**config.mk**
```make
export PLATFORM = sky130hd
export DESIGN_NAME = colparity_controller
export DESIGN_NICKNAME = d
export VERILOG_FILES = /design/src/rtl/colparity_controller.sv
export SDC_FILE = /design/constraint.sdc
export NUM_CORES = 1
export LEC_CHECK = 0
export CORE_ASPECT_RATIO = 1.75
export CORE_MARGIN = 10
export CORE_UTILIZATION = 45
export CTS_CLUSTER_SIZE = 8
export DETAILED_ROUTE_END_ITERATION = 16
export MAX_ROUTING_LAYER = met4
export PLACE_DENSITY_LB_ADDON = 0.05
export SKIP_LAST_GASP = 1
export SYNTH_ARGS = -nofsm -noshare
export SYNTH_HDL_FRONTEND = slang
export SYNTH_SLANG_ARGS = --single-unit
```
**constraint.sdc**
```tcl
create_clock -name clk -period 3.7 [get_ports clk]
set_clock_uncertainty 0.2 [all_clocks]
set_input_delay 0.74 -clock clk [delete_from_list [all_inputs] [get_ports clk]]
set_output_delay 0.74 -clock clk [all_outputs]
set_load 0.01 [all_outputs]
```
**src/rtl/colparity_controller.sv**
```systemverilog
// Column-parity sequencer: loads each file, primes with slice NUM_LINES-1, sweeps slices
// 0..NUM_LINES-1 into the datapath and emits a CP_LATENCY-delayed write strobe per slice.
//
// state   | meaning
// --------+-----------------------------------------------------------
// S_IDLE  | waiting for start
// S_LOAD  | one-cycle reader load pulse for file_index
// S_PRIME | present slice NUM_LINES-1 as wrap-around neighbour only
// S_RUN   | issue slices 0..NUM_LINES-1, one per cycle
// S_DRAIN | CP_LATENCY cycles for the last results to be written
// S_NEXT  | advance file, decide reload or finish
// S_DONE  | one-cycle completion pulse
module colparity_controller #(
  parameter int NUM_LINES  = 64,
  parameter int LINE_W     = 6,
  parameter int FILE_W     = 10,
  parameter int CP_LATENCY = 1
) (
  input  logic              clk,
  input  logic              rst,
  input  logic              start,
  input  logic [FILE_W-1:0] first_file,
  input  logic [FILE_W-1:0] num_files,
  output logic              read_file,
  output logic [FILE_W-1:0] file_index,
  output logic [LINE_W-1:0] line_index,
  output logic              cp_prime,
  output logic              cp_valid,
  output logic              cp_first,
  output logic              cp_last,
  output logic              wr_en,
  output logic [LINE_W-1:0] wr_line_index,
  output logic              busy,
  output logic              done
);

  localparam int DRAIN_W = (CP_LATENCY > 1) ? $clog2(CP_LATENCY) : 1;
  localparam logic [DRAIN_W-1:0] DRAIN_INIT = DRAIN_W'(CP_LATENCY - 1);
  localparam logic [LINE_W-1:0]  LAST_LINE  = LINE_W'(NUM_LINES - 1);

  typedef enum logic [2:0] {
    S_IDLE, S_LOAD, S_PRIME, S_RUN, S_DRAIN, S_NEXT, S_DONE
  } state_t;

  state_t state, state_nxt;

  logic [FILE_W-1:0]  files_left;
  logic [LINE_W-1:0]  line_cnt;
  logic [DRAIN_W-1:0] drain_cnt;

  logic [CP_LATENCY-1:0] pipe_v;
  logic [LINE_W-1:0]     pipe_idx [CP_LATENCY];

  always_ff @(posedge clk) begin
    if (rst) state <= S_IDLE;
    else     state <= state_nxt;
  end

  always_comb begin
    state_nxt = state;
    case (state)
      S_IDLE:  if (start) state_nxt = (num_files == '0) ? S_DONE : S_LOAD;
      S_LOAD:  state_nxt = S_PRIME;
      S_PRIME: state_nxt = S_RUN;
      S_RUN:   if (line_cnt == LAST_LINE) state_nxt = S_DRAIN;
      S_DRAIN: if (drain_cnt == '0) state_nxt = S_NEXT;
      S_NEXT:  state_nxt = (files_left == FILE_W'(1)) ? S_DONE : S_LOAD;
      S_DONE:  state_nxt = S_IDLE;
      default: state_nxt = S_IDLE;
    endcase
  end

  always_comb begin
    read_file  = 1'b0;
    line_index = '0;
    cp_prime   = 1'b0;
    cp_valid   = 1'b0;
    cp_first   = 1'b0;
    cp_last    = 1'b0;
    done       = 1'b0;
    busy       = (state != S_IDLE);
    case (state)
      S_LOAD:  read_file = 1'b1;
      S_PRIME: begin
        line_index = LAST_LINE;
        cp_prime   = 1'b1;
      end
      S_RUN: begin
        line_index = line_cnt;
        cp_valid   = 1'b1;
        cp_first   = (line_cnt == '0);
        cp_last    = (line_cnt == LAST_LINE);
      end
      S_DONE:  done = 1'b1;
      default: ;
    endcase
  end

  // Drain timer is preloaded on every RUN cycle so it is ready when DRAIN starts.
  always_ff @(posedge clk) begin
    if (rst) begin
      file_index <= '0;
      files_left <= '0;
      line_cnt   <= '0;
      drain_cnt  <= '0;
    end else begin
      case (state)
        S_IDLE: if (start) begin
          file_index <= first_file;
          files_left <= num_files;
        end
        S_PRIME: line_cnt <= '0;
        S_RUN: begin
          line_cnt  <= line_cnt + 1'b1;
          drain_cnt <= DRAIN_INIT;
        end
        S_DRAIN: if (drain_cnt != '0) drain_cnt <= drain_cnt - 1'b1;
        S_NEXT: begin
          files_left <= files_left - 1'b1;
          file_index <= file_index + 1'b1;
        end
        default: ;
      endcase
    end
  end

  // Index is zeroed when not valid so wr_line_index never shows the priming slice.
  always_ff @(posedge clk) begin
    if (rst) begin
      pipe_v <= '0;
      for (int i = 0; i < CP_LATENCY; i++) pipe_idx[i] <= '0;
    end else begin
      pipe_v[0]   <= cp_valid;
      pipe_idx[0] <= cp_valid ? line_index : '0;
      for (int i = 1; i < CP_LATENCY; i++) begin
        pipe_v[i]   <= pipe_v[i-1];
        pipe_idx[i] <= pipe_idx[i-1];
      end
    end
  end

  assign wr_en         = pipe_v[CP_LATENCY-1];
  assign wr_line_index = pipe_idx[CP_LATENCY-1];

endmodule

```
# After elaboration in Yosys (flattened, before gate mapping)
# Memories as Yosys holds them, arrays and structs flattened.
# Index checks and enable logic that the tools add are counted.
[word_totals]
wordCells = 58
ff_bits = 31
ram_bits = 6
memories = 1
in_bits = 23
[classes]
eq_ne = 11
mux = 26
n_reduce_logical = 10
add_sub_neg = 4
[memory_table]
columns = ["memory", "depth", "word_bits", "read_ports", "rd_clocked_by_memory_dff", "write_ports", "line", "text"]
rows = [
  ["pipe_idx", 1, 6, 1, 0, 1, "52", "logic [LINE_W-1:0] pipe_idx [CP_LATENCY];"],
]
[ops]
columns = ["cell", "n"]
rows = [
  ["10-bit case mux with 2 select lines", 2],
  ["6-bit case mux with 2 select lines", 2],
  ["10-bit 2-to-1 mux", 2],
  ["3-bit case mux with 6 select lines", 1],
  ["3-bit 2-to-1 mux", 5],
  ["6-bit 2-to-1 mux", 2],
  ["1-bit 2-to-1 mux", 11],
  ["10-bit by 1-bit adder with 10-bit output, second input constant", 1],
  ["10-bit by 1-bit equality test with 1-bit output, second input constant", 1],
  ["10-bit zero test", 1],
  ["10-bit by 1-bit subtractor with 10-bit output, second input constant", 1],
  ["3-bit equality test, second input constant", 3],
  ["6-bit by 1-bit adder with 6-bit output, second input constant", 1],
  ["3-bit by 2-bit equality test with 1-bit output, second input constant", 2],
  ["6-bit equality test, second input constant", 1],
  ["6-bit zero test", 1],
  ["2-bit inequality test, second input constant", 3],
  ["2-bit nonzero test", 3],
  ["6-bit OR reduction", 1],
  ["3-bit by 1-bit equality test with 1-bit output, second input constant", 1],
  ["3-bit zero test", 1],
  ["3-bit AND reduction", 1],
  ["3-bit nonzero test", 1],
  ["1-bit case mux with 2 select lines", 1],
  ["2 further kinds", 2],
]

# Logic depth before layout (Yosys ltp)
# Gate-level depths: netlist (run 1).
[logic_depth]
depth_word = 4
depth_mapped = 6
mapped_depth_nobuf = 6

# Worst setup path after synthesis (run 1)
# OpenSTA, ideal clock, no wires.
[synth_timing]
path_kind = "reg2out"
from = "register state[1]"
to = "output port cp_first"
slack_ps = 1443
path_stages_with_launch = 5
arrival_time_ps = 1317
cell_sequence = "dfxtp_1 clkbuf_1 nor2b_1 nand2_1 nor3_1"
[synth_between]
elab_chain_len = 2
[synth_rtl]
columns = ["element", "line", "text"]
rows = [
  ["start: declaration", "45", "state_t state, state_nxt;"],
  ["start signal: assignment", "56", "else state <= state_nxt;"],
  ["3-bit by 2-bit equality test with 1-bit output", "82", "case (state)"],
  ["1-bit 2-to-1 mux", "82", ""],
  ["end: declaration", "29", "output logic cp_first,"],
]
# Every way passes these cells.

# Worst setup path after layout (run 1)
[layout_timing]
from = "register state[0]"
to = "output port cp_first"
# Same word-level chain as after synthesis.

==> flow_summary.yaml, run 1 <==
min_path:
  hold_start: "line_cnt[5]"
  hold_path_class: "reg2reg"
  holdPathEnd: "line_cnt[5]"
  hold_depth: 2
floorplan:
  num_rows: 31
  core_area_um2: 4150
  io_pins: 53
  dieWidth_um: 69.5
  fp.dieArea_um2: 7420
  die_y_um: 107
  start_util_pct: 46.5
synthesis:
  ys_types: 49
  synth_fp_nets: 277
  syn-instance-count: 249
  async_reset_ff_share_pct: 0
  seq_area_frac_synth_pct: 37.3
  synth-seq-cells: 36
  syn_avg_cell_area_um2: 7.76
  synth.cell_area_um2: 1930
  synth-edff-count: 0
  synthFlopType: "dfxtp_1"
  ys_warn_count: 0
layout:
  final_common_cell: "clkdlybuf4s50_1"
  synthToLayoutAreaGrowth_pct: 34.1
  mostFrequentLayoutCells: "clkdlybuf4s50_1 (52), dfxtp_1 (36), nand2_1 (26), a21oi_1 (23), nor2_1 (21)"
  fin_nets: 323
  diodes: 0
  n_fill_cell: 368
  layout-drive-gt1-share_pct: 4.73
drt:
  drc: 0
  avgViaCountPerCell: 5.90
  first_pass_iters: 4
  vias: 2037
  drtIter0Drc: 104
  drtAntennaViolNets: 0
  finalWirelength_um: 5640
  routedWlPerCell_um: 16.4
grt:
  grt_pass1_wl_um: 9320
  antenna_found_initial: 0
  overflow: 0
  grt_max_degree: 31
  grt.total_usage_pct: 15.3
  grt_pass1_vias: 1961
sta:
  final_hold_viol_count: 0
  slew_headroom_pct: 46.0
  setup_viol: 0
  slew_viol_final: 0
  rsz0062_at_grt: "no"
  fin_setup_tns_ns: 0
  fin_crit_ns: 3.12
  fmax_mhz: 320
  tightest_slew_ns: 0.809
  post-route-period-util_pct: 84.4
worst_setup_path:
  r2r-start: "state[0]"
  r2r_end: "file_index[7]"
  required_ns: 2.76
  worstPathArrival_ns: 2.18
  crit_fanout: 27
  crit_type: "reg2out"
  crit_path_start_kind: "flip-flop"
  r2r_slack_ns: 1.19
  crit_path_end_kind: "primary output"
  r2r_cells: 4
clock_network:
  hold_buffers: 0
  cts-resized-gates: 0
  cts_tree: "yes"
  clk_path_buf_depth: 2
  worstSkewPairLatency_ns: 0.30
  post_cts_buffers: 0
  cts_buffers: 5
  htree_levels: 2
  clock_sinks: 36
  clk_pin_slew_ns: 0.08
  cts_root_buf: "clkbuf_8"
flow_run:
  max_cap_viol_count: 0
status:
  outcome: "completed"
placed_design:
  port-buffer-count: 52
  globalplace.congestion: 0.875
  post-dp-hpwl_um: 4210
power_and_ir_drop:
  leakagePower_nw: 0.912
  finalPower_mw: 1.20
  ir_drop_mv: 0.374
  power_density_nw_per_um2: 462
## layout make-up
type                            count  area [µm²]  share of cell area, %
Multi-Input combinational cell    185        1100                   42.7
Sequential cell                    36         721                   27.8
Timing Repair Buffer               55         543                   21.0
Inverter                           12        45.0                   1.74
Clock inverter                      3        46.3                   1.79
Clock buffer                        5        68.8                   2.66
Tap cell                           49        61.3                   2.37
## flip-flops by register name (all words and copies together), names as in the netlist
register    flops
line_cnt        6
state           3
wr_en           1
file_index     10
pipe_idx        6
files_left     10
## critical path: stages (launching register included)
cell and delay [ns]:
dfxtp_1 0.85, nand2_1 0.24, nor3_1 0.23, clkdlybuf4s50_1 0.57
## where the power goes
part           switching (mW)  total, mW  internal [mW]
clock network           0.152      0.354          0.203
logic                   0.174      0.350          0.177
registers              0.0678      0.493          0.425
## metal layers
metal	track usage (%)	up-vias	wire [µm]
met5	-	-	0
li1	-	1004	-
met4	6.07	0	89
met3	3.97	6	297
met1	14.7	972	2150
met2	28.3	55	3110
## Yosys cell counts (2+ instances only)
cell / number / share of area, %
a21o_1: 2 / 0.78
a21oi_1: 23 / 6.0
a221oi_1: 4 / 1.8
a22oi_1: 5 / 1.9
a2bb2oi_1: 3 / 1.4
a31oi_1: 7 / 2.3
and2_1: 9 / 2.9
and3b_1: 2 / 0.91
buf_2: 3 / 0.78
clkbuf_1: 11 / 2.1
dfxtp_1: 36 / 37
ha_1: 5 / 3.2
inv_1: 12 / 2.3
nand2_1: 26 / 5.1
nand3_1: 10 / 2.6
nand3b_1: 3 / 1.2
nand4_1: 8 / 2.6
nor2_1: 21 / 4.1
nor2b_1: 2 / 0.65
nor3_1: 11 / 2.8
nor4_1: 3 / 0.97
nor4b_1: 2 / 0.91
o211ai_1: 4 / 1.6
o21ai_0: 7 / 1.8
o22ai_1: 2 / 0.65
o311ai_0: 2 / 0.91
o31a_1: 2 / 0.91
or3_1: 3 / 0.97
## worst max path at each step
stage / from / to / slack [ns] / cells past startpoint
floorplan: state[1] / cp_first / 1.44 / 4
global placement: state[0] / cp_first / 0.94 / 3
detailed placement: state[0] / cp_first / 0.90 / 3
CTS: state[0] / cp_first / 0.56 / 3
global route: state[1] / cp_first / 0.40 / 4
finish: state[0] / cp_first / 0.58 / 3
## logic make-up after synthesis
kind of cell	after synthesis	share of synthesized area, %
fa+ha+maj	5	3.24
simple gates	109	29.5
compound gates	70	23.6
flops	36	37.3
xor+xnor	1	0.453
buf+inv	28	5.83
## stage by stage
| stage | setup slack, ns | util [%] | instances | hold slack (ns) | instance area (µm²) |
|---|---|---|---|---|---|
| 2_1_floorplan | 1.44 | - | 249 | 0.258 | 1930 |
| 3_3_place_gp | 0.936 | 59.6 | 337 | 0.283 | 2470 |
| 3_5_place_dp | 0.904 | 59.6 | 337 | 0.296 | 2470 |
| 4_1_cts | 0.558 | 62.4 | 345 | 0.318 | 2590 |
| 5_1_grt | 0.397 | 62.4 | 345 | 0.349 | 2590 |
| 6_report | 0.577 | 62.4 | 345 | 0.312 | 2590 |
Note: power is estimated with default switching activity, not from simulation.
==> inputs of run 2 (changes only) <==
--- a/config.mk
+++ b/config.mk
@@ -7,7 +7,7 @@
 export LEC_CHECK = 0
 export CORE_ASPECT_RATIO = 1.75
 export CORE_MARGIN = 10
-export CORE_UTILIZATION = 45
+export CORE_UTILIZATION = 43
 export CTS_CLUSTER_SIZE = 8
 export DETAILED_ROUTE_END_ITERATION = 16
 export MAX_ROUTING_LAYER = met4
==> constraint.sdc (replaced) <==
create_clock -name clk -period 2.7 [get_ports clk]
set_clock_uncertainty 0.2 [all_clocks]
set_input_delay 0.54 -clock clk [delete_from_list [all_inputs] [get_ports clk]]
set_output_delay 0.54 -clock clk [all_outputs]
set_load 0.01 [all_outputs]
==> flow_summary.yaml, run 2 (synthesized netlist as in run 1, its figures left out) <==
worst_setup_path:
  critical-path-slowest-cell: "clkdlybuf4s50_1"
  r2r_slack_ns: 0.65
  cp_num_buf_inv: 1
  slowest_delay_ns: 0.56
  critical-path-top-delay-family: "buffers and inverters"
  crit_fanout: 5
  crit_path_start_kind: "flip-flop"
  crit_type: "reg2out"
  worstPathArrival_ns: 1.80
  r2r-start: "state[0]"
  crit_chain: "nor2b_1 -> nand2_1 -> nor3_1 -> clkdlybuf4s50_1"
  required_ns: 1.96
  r2r_end: "file_index[7]"
  r2r_cells: 5
  crit_path_end_kind: "primary output"
drt:
  avgViaCountPerCell: 5.71
  routedWlPerCell_um: 16.7
  vias: 2015
  drtIter0Drc: 140
  finalWirelength_um: 5910
  drtAntennaViolNets: 0
  first_pass_iters: 5
  drc: 0
floorplan:
  dieWidth_um: 70.7
  io_pins: 53
  num_rows: 32
  start_util_pct: 44.3
  die_y_um: 109
  fp.dieArea_um2: 7680
  core_area_um2: 4360
grt:
  grt_max_degree: 29
  overflow: 0
  grt_pass1_vias: 1968
  grt.total_usage_pct: 15.5
  grt_pass1_wl_um: 9580
  antenna_found_initial: 0
placed_design:
  globalplace.congestion: 0.842
  place_area_um2: 2530
  post-dp-hpwl_um: 4420
  port-buffer-count: 52
sta:
  rsz0062_at_grt: "no"
  slew_headroom_pct: 63.7
  fmax_mhz: 394
  tightest_slew_ns: 0.543
  setup_viol: 0
  slew_viol_final: 0
  fin_setup_tns_ns: 0
  fin_crit_ns: 2.54
  final_hold_viol_count: 0
  post-route-period-util_pct: 93.9
clock_network:
  clk_path_buf_depth: 2
  htree_levels: 2
  cts_tree: "yes"
  clock_sinks: 36
  post_cts_buffers: 0
  worstSkewPairLatency_ns: 0.29
  cts-resized-gates: 3
  clk_pin_slew_ns: 0.08
  cts_root_buf: "clkbuf_8"
  cts_buffers: 5
  hold_buffers: 0
flow_run:
  max_cap_viol_count: 0
layout:
  layout-drive-gt1-share_pct: 7.62
  fin_nets: 329
  utilization_pct: 60.8
  n_fill_cell: 406
  top_regs: "file_index x10, files_left x10"
  mostFrequentLayoutCells: "clkdlybuf4s50_1 (51), dfxtp_1 (35), nand2_1 (26), a21oi_1 (23), nor2_1 (21)"
  final_common_cell: "clkdlybuf4s50_1"
  synthToLayoutAreaGrowth_pct: 37.2
  stdcell_area_um2: 2650
  diodes: 0
min_path:
  hold_depth: 2
  holdPathEnd: "line_cnt[5]"
  hold_path_class: "reg2reg"
  hold_start: "line_cnt[5]"
power_and_ir_drop:
  power_density_nw_per_um2: 630
  leakagePower_nw: 0.950
  ir_drop_mv: 0.445
status:
  outcome: "completed"
-- run 2: cell count changes in the layout (fill, tap and decap cells not counted), sizes merged --
cell,previous run,this run
buf,3,9
clkdlybuf4s50,52,51
clkinv,0,1
dlygate4sd2,0,1
inv,13,12
-- run 2: power breakdown --
group / internal (mW) / switching [mW]
clock: 0.273 / 0.202
combinational: 0.270 / 0.273
sequential: 0.583 / 0.0684
total: 1.13 / 0.543
-- run 2: area by class of cell --
type,count,area (µm²),area share (%)
Clock buffer,5,68.8,2.60
Clock inverter,3,42.5,1.60
Inverter,12,45.0,1.70
Multi-Input combinational cell,185,1110,41.9
Sequential cell,36,722,27.2
Tap cell,51,63.8,2.41
Timing Repair Buffer,61,599,22.6
-- run 2: stage by stage --
step | std cells | total power, mW | setup slack, ns | hold slack, ns
6_report | 353 | 1.67 | 0.165 | 0.296
5_1_grt | 353 | 1.77 | 0.0378 | 0.335
4_1_cts | 353 | 1.68 | 0.115 | 0.290
3_5_place_dp | 345 | 1.21 | 0.263 | 0.278
3_3_place_gp | 345 | 1.20 | 0.296 | 0.280
2_1_floorplan | 249 | 0.952 | 0.643 | 0.258
-- run 2: how the worst max path moves through the flow --
| stage | slack (ns) | start | to | cells after the start |
|---|---|---|---|---|
| after global routing | 0.04 | state[1] | cp_first | 4 |
| after CTS | 0.11 | state[2] | line_index[1] | 3 |
| after global placement | 0.30 | line_cnt[0] | cp_last | 5 |
| final | 0.16 | state[1] | cp_first | 4 |
| after detailed placement | 0.26 | line_cnt[0] | cp_last | 5 |
| after floorplan | 0.64 | state[1] | cp_first | 4 |
-- run 2: worst min-delay path: stages, from the launching register on --
cell and delay (ns):
dfxtp_1 0.34, nand2_1 0.06, a21oi_1 0.06
-- run 2: metal layers --
| layer | vias to the layer above | track usage (%) | part of all wire (%) |
|---|---|---|---|
| li1 | 1013 | - | - |
| met1 | 935 | 15.2 | 40 |
| met2 | 56 | 28.5 | 53 |
| met3 | 11 | 4.09 | 4.9 |
| met4 | 0 | 5.97 | 2.4 |
| met5 | - | - | 0 |
==> inputs of run 3 (changes only) <==
--- a/config.mk
+++ b/config.mk
@@ -10,8 +10,10 @@
 export CORE_UTILIZATION = 43
 export CTS_CLUSTER_SIZE = 8
 export DETAILED_ROUTE_END_ITERATION = 16
+export GPL_ROUTABILITY_DRIVEN = 1
 export MAX_ROUTING_LAYER = met4
 export PLACE_DENSITY_LB_ADDON = 0.05
+export REMOVE_ABC_BUFFERS = 1
 export SKIP_LAST_GASP = 1
 export SYNTH_ARGS = -nofsm -noshare
 export SYNTH_HDL_FRONTEND = slang
==> flow_summary.yaml, run 3 (synthesized netlist as in run 1, its figures left out) <==
worst_setup_path:
  critical-path-slowest-cell: "clkdlybuf4s50_1"
  crit_path_start_kind: "flip-flop"
  crit_path_end_kind: "primary output"
  worstPathArrival_ns: 1.78
  r2r_slack_ns: 0.61
  crit_chain: "nand2_1 -> nor3_1 -> clkdlybuf4s50_1"
  r2r_end: "files_left[8]"
  r2r_cells: 5
  crit_fanout: 9
  required_ns: 1.96
  r2r-start: "state[0]"
  crit_type: "reg2out"
  slowest_delay_ns: 0.57
clock_network:
  cts_root_buf: "clkbuf_8"
  worstSkewPairLatency_ns: 0.29
  cts_tree: "yes"
  htree_levels: 2
  clk_pin_slew_ns: 0.07
  clk_path_buf_depth: 2
  clock_sinks: 36
  cts_buffers: 5
drt:
  drtAntennaViolNets: 0
  routedWlPerCell_um: 16.5
  vias: 2007
  avgViaCountPerCell: 5.62
  first_pass_iters: 4
  drtIter0Drc: 74
  finalWirelength_um: 5890
  drc: 0
power_and_ir_drop:
  ir_drop_mv: 0.380
  power_density_nw_per_um2: 625
  leakagePower_nw: 0.964
placed_design:
  port-buffer-count: 52
  post-dp-hpwl_um: 4540
  place_area_um2: 2550
  place_inst: 349
  globalplace.congestion: 0.897
min_path:
  hold_start: "files_left[7]"
  holdPathEnd: "files_left[7]"
  hold_depth: 2
  hold_path_class: "reg2reg"
status:
  outcome: "completed"
floorplan:
  start_util_pct: 44.3
  io_pins: 53
  fp.dieArea_um2: 7680
  die_y_um: 109
  num_rows: 32
  core_area_um2: 4360
  dieWidth_um: 70.7
layout:
  instances_no_fill: 357
  fin_nets: 333
  mostFrequentLayoutCells: "clkdlybuf4s50_1 (51), dfxtp_1 (35), nand2_1 (26), a21oi_1 (23), nor2_1 (21)"
  diodes: 0
  top_regs: "file_index x10, files_left x10"
  synthToLayoutAreaGrowth_pct: 38.0
  stdcell_area_um2: 2670
  n_fill_cell: 419
  layout-drive-gt1-share_pct: 8.50
  final_common_cell: "clkdlybuf4s50_1"
grt:
  grt_pass1_vias: 2098
  overflow: 0
  grt_pass1_wl_um: 10000
  grt_max_degree: 21
  antenna_found_initial: 0
  grt.total_usage_pct: 16.1
sta:
  slew_headroom_pct: 61.1
  fmax_mhz: 398
  fin_crit_ns: 2.52
  slew_viol_final: 0
  rsz0062_at_grt: "no"
  post-route-period-util_pct: 93.2
  setup_viol: 0
  fin_setup_tns_ns: 0
  tightest_slew_ns: 0.579
  final_hold_viol_count: 0
flow_run:
  max_cap_viol_count: 0
## run 3: cell types whose count changed in the layout (fill, tap and decap cells not counted)
cell,before,now
nand2b_2,1,0
buf_12,1,0
buf_4,8,13
nand2b_1,0,1
## run 3: layout make-up
type	count	area, µm²	share of cell area (%)
Tap cell	51	63.8	2.39
Sequential cell	36	722	27.1
Clock buffer	5	68.8	2.58
Clock inverter	3	42.5	1.60
Timing Repair Buffer	65	617	23.1
Multi-Input combinational cell	185	1110	41.5
Inverter	12	45.0	1.69
## run 3: timing repair
item / CTS / global route
buffers inserted: 0 / 0
endpoints found under the setup margin: 1 / 0
hold buffers: 0 / 0
gates resized for setup: 3 / 0
## run 3: how the worst max path moves through the flow
| stage | startpoint | endpoint | slack (ns) | depth (start not counted) |
|---|---|---|---|---|
| 3_5_place_dp | line_cnt[0] | cp_last | 0.26 | 5 |
| 6_report | state[0] | cp_first | 0.18 | 3 |
| 4_1_cts | state[0] | cp_first | 0.18 | 3 |
| 5_1_grt | state[0] | cp_first | 0.03 | 3 |
| 2_1_floorplan | state[0] | file_index[9] | -0.24 | 3 |
| 3_3_place_gp | line_cnt[0] | cp_last | 0.29 | 5 |
## run 3: layer usage
layer	global-route usage (%)	share of wire, %	up-vias	wire [µm]
li1	-	-	1024	-
met4	7.50	1.9	0	114
met5	-	0	-	0
met1	16.5	39	919	2320
met2	28.3	54	54	3150
met3	4.00	5.2	10	308
## run 3: power breakdown
group,switching [mW],total [mW],internal [mW]
logic,0.276,0.542,0.266
clock network,0.203,0.476,0.273
registers,0.0656,0.648,0.583
total,0.545,1.67,1.12
## run 3: stage by stage
| stage | util, % | worst slack (ns) | hold slack, ns | power [mW] |
|---|---|---|---|---|
| 4_1_cts | 61.1 | 0.184 | 0.295 | 1.68 |
| 3_5_place_dp | 58.5 | 0.262 | 0.285 | 1.20 |
| 2_1_floorplan | - | -0.245 | 0.252 | 0.925 |
| 3_3_place_gp | 58.5 | 0.287 | 0.276 | 1.20 |
| 6_report | 61.1 | 0.184 | 0.295 | 1.67 |
| 5_1_grt | 61.1 | 0.0282 | 0.327 | 1.77 |
## run 3: critical path, delay by kind of cell, from the launching register on
family	cells	cell delay, ns
buffers and inverters	1	0.57
flip-flops	1	0.51
AND/OR/NAND/NOR	2	0.41
